### src/rtl/pipemem.sv
// pipemem: MEM stage of the 5-stage RISC-V pipeline.
//
// This stage sits between the EX/MEM register and the MEM/WB register.
// It issues loads and stores to data memory over a req/ack handshake and
// builds the byte enables and the lane-shifted store data. It also
// sign/zero-extends load data and owns the MEM/WB register. The wb_data
// output of that register doubles as the MEM_WB forwarding value for EX.
// While an access is outstanding the stage stalls upstream. It raises
// timeout exceptions and, optionally, misaligned-access exceptions.
//
// Optional feature: define MEM_MISALIGN_TRAP_EN to trap misaligned word or
// half accesses. When it is undefined, the low address bits are ignored and
// the access proceeds on the aligned lanes.
//
// Parameter:
//   ACK_TIMEOUT  : cycles allowed in WAIT before the access is abandoned (1..255)
// Ports:
//   clk, rstn                     : clock (rising edge), async active-low reset
//   in_valid .. in_WDSel          : EX/MEM slot contents
//   dm_req/dm_we/dm_addr/dm_be/dm_wdata : data memory request side
//   dm_rdata, dm_ack              : data memory response side
//   stall_mem                     : freeze PC, IF/ID, ID/EX and EX/MEM
//   wb_valid/wb_RegWrite/wb_rd/wb_data : MEM/WB register
//   mem_exc/mem_exc_cause/mem_exc_pc   : registered one-cycle exception report
module pipemem #(
    parameter int ACK_TIMEOUT = 255
) (
    input  logic        clk,
    input  logic        rstn,
    input  logic        in_valid,
    input  logic [31:0] in_aluout,
    input  logic [31:0] in_store,
    input  logic [31:0] in_pc,
    input  logic        in_MemRead,
    input  logic        in_MemWrite,
    input  logic [2:0]  in_DMType,
    input  logic        in_RegWrite,
    input  logic [4:0]  in_rd,
    input  logic [1:0]  in_WDSel,
    output logic        dm_req,
    output logic        dm_we,
    output logic [31:0] dm_addr,
    output logic [3:0]  dm_be,
    output logic [31:0] dm_wdata,
    input  logic [31:0] dm_rdata,
    input  logic        dm_ack,
    output logic        stall_mem,
    output logic        wb_valid,
    output logic        wb_RegWrite,
    output logic [4:0]  wb_rd,
    output logic [31:0] wb_data,
    output logic        mem_exc,
    output logic [1:0]  mem_exc_cause,
    output logic [31:0] mem_exc_pc
);

    typedef enum logic {S_IDLE, S_WAIT} state_t;

    localparam logic [7:0] TIMEOUT_CNT = 8'(ACK_TIMEOUT);

    state_t      state, state_next;
    logic [7:0]  wcnt, wcnt_next;
    logic        memop;
    logic        is_store;
    logic        misaligned_trap;
    logic        abandon;
    logic        exception;
    logic [1:0]  lane;
    logic [7:0]  ld_byte;
    logic [15:0] ld_half;
    logic [31:0] ld_data;
    logic [31:0] wb_mux;

    assign lane     = in_aluout[1:0];
    assign memop    = in_valid & (in_MemRead | in_MemWrite);
    // If both strobes are set, the access is treated as a store.
    assign is_store = in_MemWrite;

`ifdef MEM_MISALIGN_TRAP_EN
    // Word accesses need addr[1:0]==0. Half accesses need addr[0]==0.
    always_comb begin
        misaligned_trap = 1'b0;
        if (memop) begin
            case (in_DMType)
                3'b000:         misaligned_trap = (lane != 2'b00);
                3'b001, 3'b010: misaligned_trap = lane[0];
                default:        misaligned_trap = 1'b0;
            endcase
        end
    end
`else
    assign misaligned_trap = 1'b0;
`endif

    // Give up on the last allowed WAIT cycle if the ack still has not come.
    assign abandon   = (state == S_WAIT) && (wcnt == TIMEOUT_CNT) && !dm_ack;
    assign exception = misaligned_trap | abandon;

    // The request is gated by reset, so it drops as soon as rstn falls.
    assign dm_req    = rstn & memop & ~misaligned_trap & ~abandon;
    assign stall_mem = dm_req & ~dm_ack;
    assign dm_we     = in_valid & is_store;
    assign dm_addr   = {in_aluout[31:2], 2'b00};
    assign dm_wdata  = in_store << {lane, 3'b000};

    // Byte enables. Word and half ignore the low bits they do not need.
    always_comb begin
        dm_be = 4'b1111;
        case (in_DMType)
            3'b001, 3'b010: dm_be = lane[1] ? 4'b1100 : 4'b0011;
            3'b011, 3'b100: dm_be = 4'b0001 << lane;
            default:        dm_be = 4'b1111;
        endcase
    end

    // Load lane selection followed by sign/zero extension.
    always_comb begin
        ld_byte = dm_rdata[7:0];
        case (lane)
            2'b00: ld_byte = dm_rdata[7:0];
            2'b01: ld_byte = dm_rdata[15:8];
            2'b10: ld_byte = dm_rdata[23:16];
            2'b11: ld_byte = dm_rdata[31:24];
            default: ld_byte = dm_rdata[7:0];
        endcase
        ld_half = lane[1] ? dm_rdata[31:16] : dm_rdata[15:0];
        case (in_DMType)
            3'b001:  ld_data = {{16{ld_half[15]}}, ld_half};
            3'b010:  ld_data = {16'h0000, ld_half};
            3'b011:  ld_data = {{24{ld_byte[7]}}, ld_byte};
            3'b100:  ld_data = {24'h000000, ld_byte};
            default: ld_data = dm_rdata;
        endcase
    end

    // Writeback source select for the MEM/WB register.
    always_comb begin
        case (in_WDSel)
            2'b00:   wb_mux = in_aluout;
            2'b01:   wb_mux = ld_data;
            2'b10:   wb_mux = in_pc + 32'd4;
            default: wb_mux = 32'h0000_0000;
        endcase
    end

    // Handshake FSM. It leaves WAIT on an ack, and also when the request
    // disappears because of a timeout.
    always_comb begin
        state_next = state;
        wcnt_next  = wcnt;
        case (state)
            S_IDLE: begin
                if (dm_req && !dm_ack) begin
                    state_next = S_WAIT;
                    wcnt_next  = 8'd1;
                end
            end
            S_WAIT: begin
                if (!dm_req || dm_ack) begin
                    state_next = S_IDLE;
                    wcnt_next  = 8'd0;
                end else begin
                    wcnt_next = wcnt + 8'd1;
                end
            end
            default: begin
                state_next = S_IDLE;
                wcnt_next  = 8'd0;
            end
        endcase
    end

    always_ff @(posedge clk or negedge rstn) begin
        if (!rstn) begin
            state <= S_IDLE;
            wcnt  <= 8'd0;
        end else begin
            state <= state_next;
            wcnt  <= wcnt_next;
        end
    end

    // MEM/WB register. Bubbles keep the previous wb_rd and wb_data values.
    always_ff @(posedge clk or negedge rstn) begin
        if (!rstn) begin
            wb_valid    <= 1'b0;
            wb_RegWrite <= 1'b0;
            wb_rd       <= 5'd0;
            wb_data     <= 32'h0000_0000;
        end else if (in_valid && !stall_mem && !exception) begin
            wb_valid    <= 1'b1;
            wb_RegWrite <= in_RegWrite;
            wb_rd       <= in_rd;
            wb_data     <= wb_mux;
        end else begin
            wb_valid    <= 1'b0;
            wb_RegWrite <= 1'b0;
        end
    end

    // Exception report. It is registered and held for exactly one cycle.
    always_ff @(posedge clk or negedge rstn) begin
        if (!rstn) begin
            mem_exc       <= 1'b0;
            mem_exc_cause <= 2'b00;
            mem_exc_pc    <= 32'h0000_0000;
        end else if (exception) begin
            mem_exc       <= 1'b1;
            mem_exc_cause <= abandon ? 2'b11 : (is_store ? 2'b10 : 2'b01);
            mem_exc_pc    <= in_pc;
        end else begin
            mem_exc       <= 1'b0;
            mem_exc_cause <= 2'b00;
            mem_exc_pc    <= 32'h0000_0000;
        end
    end

endmodule

### config.mk
export PLATFORM = sky130hd
export DESIGN_NAME = pipemem
export DESIGN_NICKNAME = d
export VERILOG_FILES = /design/src/rtl/pipemem.sv
export SDC_FILE = /design/constraint.sdc
export NUM_CORES = 1
export LEC_CHECK = 0
export CAP_MARGIN = 20
export CORE_UTILIZATION = 35
export DETAILED_ROUTE_END_ITERATION = 10
export GPL_ROUTABILITY_DRIVEN = 0
export PLACE_DENSITY = 0.83
export SLEW_MARGIN = 20
export SYNTH_ARGS = -nofsm -noshare
export SYNTH_HDL_FRONTEND = slang
export SYNTH_SLANG_ARGS = --single-unit
### constraint.sdc
create_clock -name clk -period 2.6 [get_ports clk]
set_input_delay 0.52 -clock clk [delete_from_list [all_inputs] [get_ports clk]]
set_output_delay 0.52 -clock clk [all_outputs]
set_load 0.005 [all_outputs]
### Word level (Yosys, flattened, before mapping)

Cells that the tools add are included.

| cells by class | value |
|---|---|
| add/subtract/negate cells | 2 |
| $mul | 0 |
| div/mod/pow operators | 0 |
| magnitude comparators | 0 |
| equality and inequality tests | 11 |
| shifts and indexed selects | 2 |
| mux-type cells | 17 |
| bitwise gates (word level) | 9 |
| reduce and logical (&&, ||, !) cells | 14 |

Operators with widths:

| cell | number |
|---|---|
| one-hot mux 32 bit (4 select lines) | 1 |
| one-hot mux 32 bit (3 select lines) | 1 |
| adder 32 x 3 -> 32 bit (second input constant) | 1 |
| 2-to-1 mux 32 bit | 1 |
| one-hot mux 8 bit (4 select lines) | 1 |
| << shifter 32 x 5 -> 32 bit | 1 |
| 2-to-1 mux 16 bit | 1 |
| 2-to-1 mux 8 bit | 2 |
| one-hot mux 8 bit (2 select lines) | 1 |
| adder 8 x 1 -> 8 bit (second input constant) | 1 |
| == test 8 bit (second input constant) | 1 |
| one-hot mux 4 bit (2 select lines) | 1 |
| == test 2 bit (second input constant) | 3 |
| == test 3 x 2 -> 1 bit (second input constant) | 2 |
| bitwise AND 1 bit | 5 |
| logical AND 1 bit | 5 |
| 2-to-1 mux 1 bit | 5 |
| == test 2 x 1 -> 1 bit (second input constant) | 2 |
| logical NOT 1 bit | 4 |
| logical NOT 2 bit | 2 |
| 2-to-1 mux 4 bit | 1 |
| OR reduction 2 bit | 2 |
| << shifter 1 x 2 -> 4 bit (first input constant) | 1 |
| == test 3 x 1 -> 1 bit (second input constant) | 1 |
| other kinds (7) | 9 |

| storage, ports and cells | value |
|---|---|
| register bits | 83 |
| latch bits | 0 |
| bits in writable memories | 0 |
| bits in read-only memories | 0 |
| bits of input ports | 145 |
| output and inout port bits | 145 |
| logic and storage cells | 64 |
| memories kept | 0 |

### Depth between registers and ports, before layout

Gate-level depths: netlist (run 1).

| logic depth | value |
|---|---|
| depth after elaboration | 10 |
| depth in mapped cells | 9 |
| depth with buffers taken out | 7 |

### Worst setup path after synthesis (run 1)

OpenSTA, ideal clock, no wires.

| timing path | value |
|---|---|
| kind | input -> output |
| start | input in_aluout[1] |
| end | output dm_wdata[24] |
| arrival time | 1.883 ns |
| setup slack | 0.197 ns |
| cell stages on the path | 6 |
| buffers on the path | 4 |
| cell sequence | buf_2 > buf_2 > buf_1 > clkbuf_1 > a211oi_1 > a21oi_1 |

| between the ends | value |
|---|---|
| cells in the longest elaborated chain, start to end | 1 |

RTL lines:

| item | RTL line | RTL |
|---|---|---|
| start: declaration | 31 | `input logic [31:0] in_aluout,` |
| << shifter 32 x 5 -> 32 bit | 104 | `assign dm_wdata = in_store << {lane, 3'b000};` |
| end: declaration | 44 | `output logic [31:0] dm_wdata,` |

Every way passes these cells.

### Final worst setup path (run 1)

| timing path | value |
|---|---|
| start | input dm_ack |
| end | output dm_req |

| between the ends | value |
|---|---|
| cells in the longest elaborated chain, start to end | 4 |

RTL lines:

| item | RTL line | RTL |
|---|---|---|
| start: declaration | 46 | `input logic dm_ack,` |
| logical NOT 1 bit | 96 | `assign abandon = (state == S_WAIT) && (wcnt == TIMEOUT_CNT) && !dm_ack;` |
| logical AND 1 bit | 96 |  |
| inverter 1 bit | 100 | `assign dm_req = rstn & memop & ~misaligned_trap & ~abandon;` |
| bitwise AND 1 bit | 100 |  |
| end: declaration | 40 | `output logic dm_req,` |

Every way passes these cells.

==> key figures, run 1 <==
Outcome
  • Status: completed

GRT
  • First-pass GRT wire length: 33,880 µm
  • Vias in the first global route: 6,224
  • Antenna violations before repair: 0
  • Largest net degree at the start of global routing: 48
  • Total Routing Usage GR: 27.23%
  • Total grt overflow: 0

Synthesis
  • Most frequent cells after synthesis: dfrtp_1, nand2_1, nor2_1, and2_1, buf_4
  • Register bit count reported by yosys: 81
  • Post-synthesis sequential area ratio: 36.00%
  • Synth Flop Type: dfrtp_1
  • Mapped Area: 0.005630 mm²
  • Synth cell types: 64
  • Yosys synthesis warning count: 0
  • Top post-synthesis cells by area: dfrtp_1, mux2i_1, buf_4
  • Count leader, synth: dfrtp_1
  • Fraction of registers with async set/reset: 100.0%
  • Mapped Avg Cell Area: 8.531 µm²
  • Synth area leader: dfrtp_1
  • Post-synth EDFFs: 0
  • Synth top area share: 36.00%
  • Cells after Synth: 660

Layout
  • Post-route insts no fill: 1,191
  • Share of layout cells above drive strength 1: 13.88%
  • Number of diodes: 0
  • Register Area: 0.002027 mm²
  • Final net count: 1,122
  • Fin util: 60.84%
  • Fill count: 1,341
  • Area occupied by multi-input gates: 0.003153 mm²
  • Area growth from synthesis to layout: 66.71%
  • Cell area after layout: 0.009387 mm²

Worst setup path
  • Crit-path max cell delay: 0.45 ns
  • Crit path launch: dm_ack
  • Critical Path Slowest Stage Cell: clkdlybuf4s50_1
  • Crit. End Element: primary output
  • Arr. time, crit path: 2.03 ns
  • Critical Path Most Common Cell: clkdlybuf4s50_1
  • Critical-path cell list: clkdlybuf4s50_1 > nand4b_1 > o31ai_4 > nor2_1 > clkdlybuf4s50_1
  • FF-to-FF Start: state
  • Worst path depth: 5
  • Critical path class: primary input to primary output
  • R2R cell count: 8
  • Worst path required time: 2.08 ns
  • Crit path buffers/inverters: 2
  • Crit-path leading delay family: buffers and inverters
  • CP max FO: 3
  • Startpoint types: primary input
  • End point of the critical path: dm_req
  • R2r setup slk: 0.27 ns
  • RR Endpoint: wcnt[2]

Power and ir drop
  • Power per cell area: 412.7 mW/mm²
  • Static Leak: 3.948 nW
  • Total power: 3.874 mW
  • IR drop worst, VDD: 0.0002525 V

Place
  • Hpwl dp: 18,280 µm
  • Pre-CTS setup slack: -0.2227 ns
  • Placed Area: 0.009050 mm²
  • # port buffers: 287
  • Placed cell count: 1,172

Timing
  • Crit path time final: 2.552 ns
  • Hold Violations, Final: 0
  • Number of setup violations in the final report: 0
  • Unrepaired setup endpoints after global routing: false
  • Measured slew at the worst slew-check pin: 0.5965 ns
  • Max-slew violation count: 0
  • Total negative slack: 0 ns
  • Clock Skew: 0.004688 ns
  • Slack of the critical path: 0.04790 ns
  • Slew headroom: 60.23%
  • Worst hold slack: 0.2542 ns
  • Period utilization: 98.16%
  • FMAX: 0.3918 GHz

Route
  • DRT Pass-1 Iters: 5
  • Final wirelength: 22,720 µm
  • # DRC: 0
  • Total number of vias: 6,528
  • Detailed-route vias per instance: 5.481
  • Drt wl/cell: 19.08 µm
  • Post-route ant nets: 0
  • Drt initial violations: 496

Clock tree
  • Clk sinks: 81
  • Clock root cell: clkbuf_16
  • Clk_lat worst skew: 0.34 ns
  • CTS buffer count: 9
  • CTS hold repair buffers: 0
  • Clk buf depth: 2
  • Clock slew at reported path FFs: 0.06 ns
  • CTS H-tree depth: 3
  • CTS tree: built

Job
  • Max Cap Viol: 0

Worst hold path
  • Worst Hold Class: primary input to asynchronous set/reset pin

Floorplan
  • Core area: 0.01543 mm²
  • Die area: 0.01660 mm²
  • Die W: 128.8 µm
  • Die extent in y: 128.8 µm
  • FP Rows: 45
  • I/O pin count: 290
  • Initial Util: 36.50%
worst reg2reg max path, cell delays in order (launching register included):
cell and delay, ns:
dfrtp_1 0.50, nand4b_1 0.24, buf_4 0.20, buf_4 0.15, o31a_1 0.30, buf_4 0.20, a21oi_1 0.38, o21bai_1 0.19
a21o_1 0.13
placed cells by master (no fill, tap or decap), types with 6 or more instances in the layout:
cell type and instances:
o21ai_0 30, a221oi_1 7, and2_1 40, a221o_1 6, and3_1 8, nand2_1 58
o211ai_1 9, nor2_1 49, a21oi_1 24, xor2_1 7, mux2i_1 29, clkdlybuf4s50_1 277
dfrtp_1 81, a31oi_1 14, nor3_1 18, or4_1 10, a211oi_1 12, a31o_2 6
nand3_1 25, dlygate4sd2_1 6, inv_1 9, nand4_1 11, buf_4 90, nor2b_1 11
clkbuf_16 9, o21bai_1 7, o31ai_1 13, a21o_1 7
kinds of logic (layout without fill, tap and decap cells):
logic type                 after synthesis  in the layout  synth area share (%)
AOI/OAI and AO/OA                      176            176                 22.04
xor gates and xnor gates                13             13                 2.022
adders and majority gates                2              2                0.4444
buffers and inverters                   89            408                 8.644
DFF                                     81             81                 36.00
muxes                                   30             30                 5.556
other                                    1              2               0.06660
and+or+nand+nor                        268            268                 25.22
where the power goes:
group	internal (mW)	total [mW]	switching, mW
logic	0.717	1.25	0.530
clock network	0.679	1.21	0.532
registers	1.35	1.42	0.0636
total	2.75	3.87	1.13
registers in the layout, indices dropped and copies added, names as in the netlist:
name           cells
wb_valid           1
wb_RegWrite        1
wb_rd              5
wb_data           32
mem_exc_cause      1
wcnt               8
state              1
mem_exc_pc        32
metal layers:
layer / up-vias / routed length [µm] / GRT usage [%]
met3: 37 / 1591 / 4.990
li1: 3031 / - / -
met2: 343 / 11870 / 50.24
met4: 0 / 658 / 10.52
met5: - / 0 / 0
met1: 3117 / 8604 / 31.03
repair_timing:
item                                    4_1_cts  5_1_grt
cloned                                        1        0
endpoints found under the setup margin       26       19
setup buffers                                 1        1
resized for setup                            11        6
pin swaps                                     1        2
how the worst min path moves through the flow:
stage,end,slack (ns)
2_1_floorplan,mem_exc_cause[0],0.22
3_3_place_gp,wb_rd[1],0.46
3_5_place_dp,wb_rd[0],0.47
4_1_cts,mem_exc_pc[11],0.26
5_1_grt,mem_exc_pc[11],0.27
6_report,mem_exc_pc[11],0.25
layout make-up:
| type | instances | area share [%] |
|---|---|---|
| clock inverter | 5 | 0.4266 |
| clock buffer | 11 | 2.586 |
| sequential | 81 | 21.59 |
| tap | 211 | 2.813 |
| inverter | 10 | 0.4266 |
| multi-input combinational | 491 | 33.59 |
| timing repair buffer | 382 | 38.56 |
Power figures use the tool's default switching activity.
==> run 2, diff against run 1 <==
SLEW_MARGIN = 5   (was 20)
==> results of run 2 <==
The final DEF is identical to that of run 1; final timing and power are the same.
